<file path="config.mk">
export PLATFORM = sky130hd
export DESIGN_NAME = execute_stage
export DESIGN_NICKNAME = d
export VERILOG_FILES = /design/src/rtl/execute_stage.sv
export SDC_FILE = /design/constraint.sdc
export NUM_CORES = 1
export LEC_CHECK = 0
export ABC_AREA = 0
export CORE_MARGIN = 5
export CORE_UTILIZATION = 35
export CTS_CLUSTER_SIZE = 28
export DETAILED_ROUTE_END_ITERATION = 8
export PLACE_DENSITY = 0.62
export SYNTH_ARGS = -nofsm -noshare
export SYNTH_HDL_FRONTEND = slang
export SYNTH_SLANG_ARGS = --single-unit
</file>
<file path="constraint.sdc">
create_clock -name clock -period 6.8 [get_ports clock]
set_clock_uncertainty 0.1 [all_clocks]
set_input_delay 1.36 -clock clock [delete_from_list [all_inputs] [get_ports clock]]
set_output_delay 1.36 -clock clock [all_outputs]
set_load 0.01 [all_outputs]
</file>
<file path="src/rtl/execute_stage.sv">
// execute_stage: Y86-64 execute stage with ALU, condition codes, Cnd and halt/error latches
module execute_stage #(
  parameter int WIDTH = 64,
  parameter int STACK_STEP = 8
) (
  input  logic             clock,
  input  logic             reset,
  input  logic             instr_valid,
  input  logic [3:0]       icode,
  input  logic [3:0]       ifun,
  input  logic [WIDTH-1:0] valA,
  input  logic [WIDTH-1:0] valB,
  input  logic [WIDTH-1:0] valC,
  output logic [WIDTH-1:0] valE,
  output logic             Cnd,
  output logic [2:0]       cc,
  output logic             halted,
  output logic             exe_error
);
  localparam int MSB = WIDTH - 1;
  localparam logic [WIDTH-1:0] STEP = WIDTH'(STACK_STEP);
  localparam logic [WIDTH-1:0] NEG_STEP = {WIDTH{1'b0}} - STEP;
  logic [WIDTH-1:0] aluA, aluB;
  logic [3:0] aluFun;
  logic zf, sf, of, lt, badInstr;
  // Operand muxes and ALU; flags are derived from the result for the CC update
  always_comb begin
    aluA = (icode == 4'h2 || icode == 4'h6) ? valA :
           (icode == 4'h3 || icode == 4'h4 || icode == 4'h5) ? valC :
           (icode == 4'h8 || icode == 4'hA) ? NEG_STEP :
           (icode == 4'h9 || icode == 4'hB) ? STEP : '0;
    aluB = (icode >= 4'h4 && icode <= 4'hB && icode != 4'h7) ? valB : '0;
    aluFun = (icode == 4'h6) ? ifun : 4'h0;
    valE = (aluFun == 4'h0) ? aluB + aluA :
           (aluFun == 4'h1) ? aluB - aluA :
           (aluFun == 4'h2) ? (aluB & aluA) :
           (aluFun == 4'h3) ? (aluB ^ aluA) : '0;
    zf = (valE == '0);
    sf = valE[MSB];
    of = (aluFun == 4'h0) ? (aluA[MSB] == aluB[MSB]) && (valE[MSB] != aluA[MSB]) :
         (aluFun == 4'h1) ? (aluA[MSB] != aluB[MSB]) && (valE[MSB] != aluB[MSB]) : 1'b0;
    badInstr = (icode > 4'hB) || (icode == 4'h6 && ifun > 4'h3) ||
               ((icode == 4'h2 || icode == 4'h7) && ifun > 4'h6);
  end
  // Branch/cmov condition from committed flags only
  always_comb begin
    lt = cc[1] ^ cc[0];
    Cnd = (icode != 4'h2 && icode != 4'h7) ? 1'b0 :
          (ifun == 4'h0) ? 1'b1 :
          (ifun == 4'h1) ? lt | cc[2] :
          (ifun == 4'h2) ? lt :
          (ifun == 4'h3) ? cc[2] :
          (ifun == 4'h4) ? ~cc[2] :
          (ifun == 4'h5) ? ~lt :
          (ifun == 4'h6) ? ~lt & ~cc[2] : 1'b0;
  end
  // Condition codes, halt and error latches; frozen once halted
  always_ff @(posedge clock or negedge reset) begin
    if (!reset) begin
      cc <= 3'b100;
      halted <= 1'b0;
      exe_error <= 1'b0;
    end else if (instr_valid && !halted) begin
      if (icode == 4'h0) halted <= 1'b1;
      if (badInstr) exe_error <= 1'b1;
      else if (icode == 4'h6) cc <= {zf, sf, of};
    end
  end
endmodule

</file>
==> metrics.txt, run 1 <==
Relative slew margins 0.525; share of cells above drive strength 1 0.469; n_diodes 0; post-route setup slack -330 ps; CP Data Arrival Time 5670 ps; initial DRC count 2,459; final core utilization 0.729; RR Endpoint cc[2]$_DFFE_PN1P_; DR vias/cell 6.08; Core Area 0.0389 mm^2; fmax 140 MHz; Clock Pin Slew Worst Setup and Hold Paths 30 ps; Tcrit/Tclk final 1.05; max incr delay on CP 380 ps; total negative slack -4630 ps; Hold Slack 394 ps; slowest CP cell a221o_1; NumNets Final 3,740; area growth from synthesis to layout 105%; syn_area_per_cell 6.32 um^2; clock buffer count from CTS 3; synthesized area 0.0138 mm^2; initial antenna violation count 1; warnings from Yosys 0; root buf cell clkbuf_16; Post-synth EDFFs 0; DR vias 23,800; Die X-Extent 209 um; largest net degree at the start of global routing 47; post-synthesis compound-gate area fraction 0.409; overall global routing resource usage 0.409; total power 4.29 mW; clk buf depth 2; Hold Path Sink exe_error$_DFFE_PN0P_; DRC Markers 0; Synth cell types 111; RSZ-0062 raised after global routing true; Main synth FF type dfrtp_1; minimum clock period 7130 ps; commonest cells in the synthesized netlist a21oi_1, nor2_1, nand2_1, inv_1, ha_1; Yosys top cell by area ha_1; flops & latches, synth 5; dpl ws -1700 ps; worst vdd ir 100 uV; Post-Synth Simple-Gate Area 0.326; DP Area 0.0239 mm^2; Die ar. 0.0436 mm^2; drt pass-1 iters 7; Worst Setup Start Kind input port; Die Height 209 um; final WL 99.3 mm; Synthesized Nets 2,534; final hold vios 0; reg2reg setup slack 3080 ps; crit-path max FO 8; Design Area, Final 0.0284 mm^2; H-tree depth 1; Filler cells 3,060; Skew-Pair Late Insertion Delay 230 ps; Crit. End Element output port; Hold WC Path Type flop to flop; critical path class input port to output port; vias in the first global route 23,700; post-synthesis sequential area ratio 0.00914; critical path depth in cells 27; Post-Synth Adder-Cell Area 0.129; leakage power 13.1 nW; post-synth top area share 0.129; count leader, synth a21oi_1; CP Data Required Time 5340 ps; Top delay family on crit path compound AO/OA/AOI/OAI gates; HP Start exe_error$_DFFE_PN0P_; final slew viol count 0; Reg area 126 um^2; R2R depth 10; hpwl dp 76.8 mm; GPL Wtd Cong 1.05; failing checks negative setup slack; ranking of synthesized cells by area ha_1, a21oi_1, nor2_1; Mapped Cells 2,188; I/O pin cnt 273; CTS tree done; run status finished with violations; PwrDens 151 mW/mm^2; wire per inst 25.4 um; Multi-input gate area 0.0157 mm^2; final setup violation count 29; combinational family with the most area after synthesis compound AO/OA/AOI/OAI gates; Clock Sinks 5; origin of the critical flop-to-flop path halted$_DFFE_PN0P_; Initial Utilization 0.355; antenna-violating nets left 0; Worst Tran Pin Value 706 ps; final cell count without fillers 3,911; Post-Synth XOR/XNOR Area 0.0271; GR Overflow Total 0; post-synthesis mux area share 0.0206; Post-synth ARST share 1.00; I/O Buffers 272; CP bufs+invs 11; maxcap violations 0; placed cell count 3,771; Hold Path Cell Cnt 1; # rows 72; first-pass GRT wire length 142 mm
==> worst max path at each step <==
stage	slack, ps	to	startpoint
floorplan	-30	valE[63]	icode[3]
global placement	-1590	valE[56]	icode[3]
detailed placement	-1700	valE[56]	icode[2]
CTS	-220	valE[63]	icode[3]
global route	-450	valE[63]	icode[3]
finish	-330	valE[63]	icode[3]
==> sequential cells by signal, summed over array words and instances, names as in the netlist <==
| signal | flops |
|---|---|
| cc | 3 |
| exe_error | 1 |
| halted | 1 |
==> cells in the final DEF, fill, tap and decap left out, drive strengths merged, types with 13 or more instances in the layout <==
master / n
or4: 14
a21boi: 15
o21ai: 137
a21oi: 221
nand3: 63
nand2: 187
o21bai: 32
nand2b: 38
o22ai: 17
or3: 13
buf: 1096
a31oi: 24
a21o: 41
o21a: 55
a22oi: 13
ha: 143
clkbuf: 13
nor4: 21
xnor2: 29
o31ai: 31
a221oi: 20
nor2: 202
nor3: 71
and3: 83
mux2i: 24
clkdlybuf4s50: 211
xor2: 13
inv: 150
and2: 44
nand4: 29
o22a: 29
nor2b: 44
o211ai: 26
a211oi: 34
==> worst reg2reg max path, cell delays in order, from the launching register on <==
cell and delay (ps):
dfrtp_1 380, nand2b_1 170, nor3_1 210, nor4b_1 400
or4b_1 560, a2111o_1 320, a2111o_1 390, nor4_4 240
nand4b_1 200, or4_4 550, o22ai_2 120
==> repair_timing <==
| item | 4_1_cts | 5_1_grt |
|---|---|---|
| gates resized for setup | 646 | 255 |
| gates cloned | 3 | 3 |
| setup buffers | 90 | 50 |
| setup endpoints to repair | 63 | 55 |
| hold buffers | 0 | 0 |
| pin swaps | 158 | 129 |
==> layer usage <==
metal | share of wire | global-route usage | vias to the layer above
met3 | 0.091 | 0.0631 | 455
met5 | 0 | 0 | -
met1 | 0.38 | 0.502 | 11300
met2 | 0.45 | 0.689 | 1447
met4 | 0.075 | 0.216 | 0
li1 | - | - | 10600
==> area by class of cell <==
cell class / instances / area share
multi-input cells: 1904 / 0.555
flip-flops and latches: 5 / 0.00445
well taps: 518 / 0.0228
clock buffers: 4 / 0.00278
inverters: 150 / 0.0203
repair buffers: 1330 / 0.395
==> report_power, final <==
| group | switching [mW] | total, mW | internal (mW) | leakage, nW |
|---|---|---|---|---|
| combinational | 2.11 | 4.16 | 2.04 | 13.0 |
| clock | 0.0202 | 0.0980 | 0.0778 | 0.0382 |
| sequential | 0.00403 | 0.0386 | 0.0345 | 0.0563 |
==> kinds of logic after synthesis <==
| kind of cell | Yosys count |
|---|---|
| flops | 5 |
| mux | 28 |
| fa+ha+maj | 143 |
| simple gates | 866 |
| compound gates | 825 |
| buf+inv | 279 |
| xor+xnor | 42 |
Note: power is estimated with default switching activity, not from simulation.
==> run 2: changes to the inputs <==
Settings changed: ABC_CLOCK_PERIOD_IN_PS from default to 6800, CAP_MARGIN from default to 15.
==> results of run 2 <==
The final DEF is identical to that of run 1; final timing and power are the same.
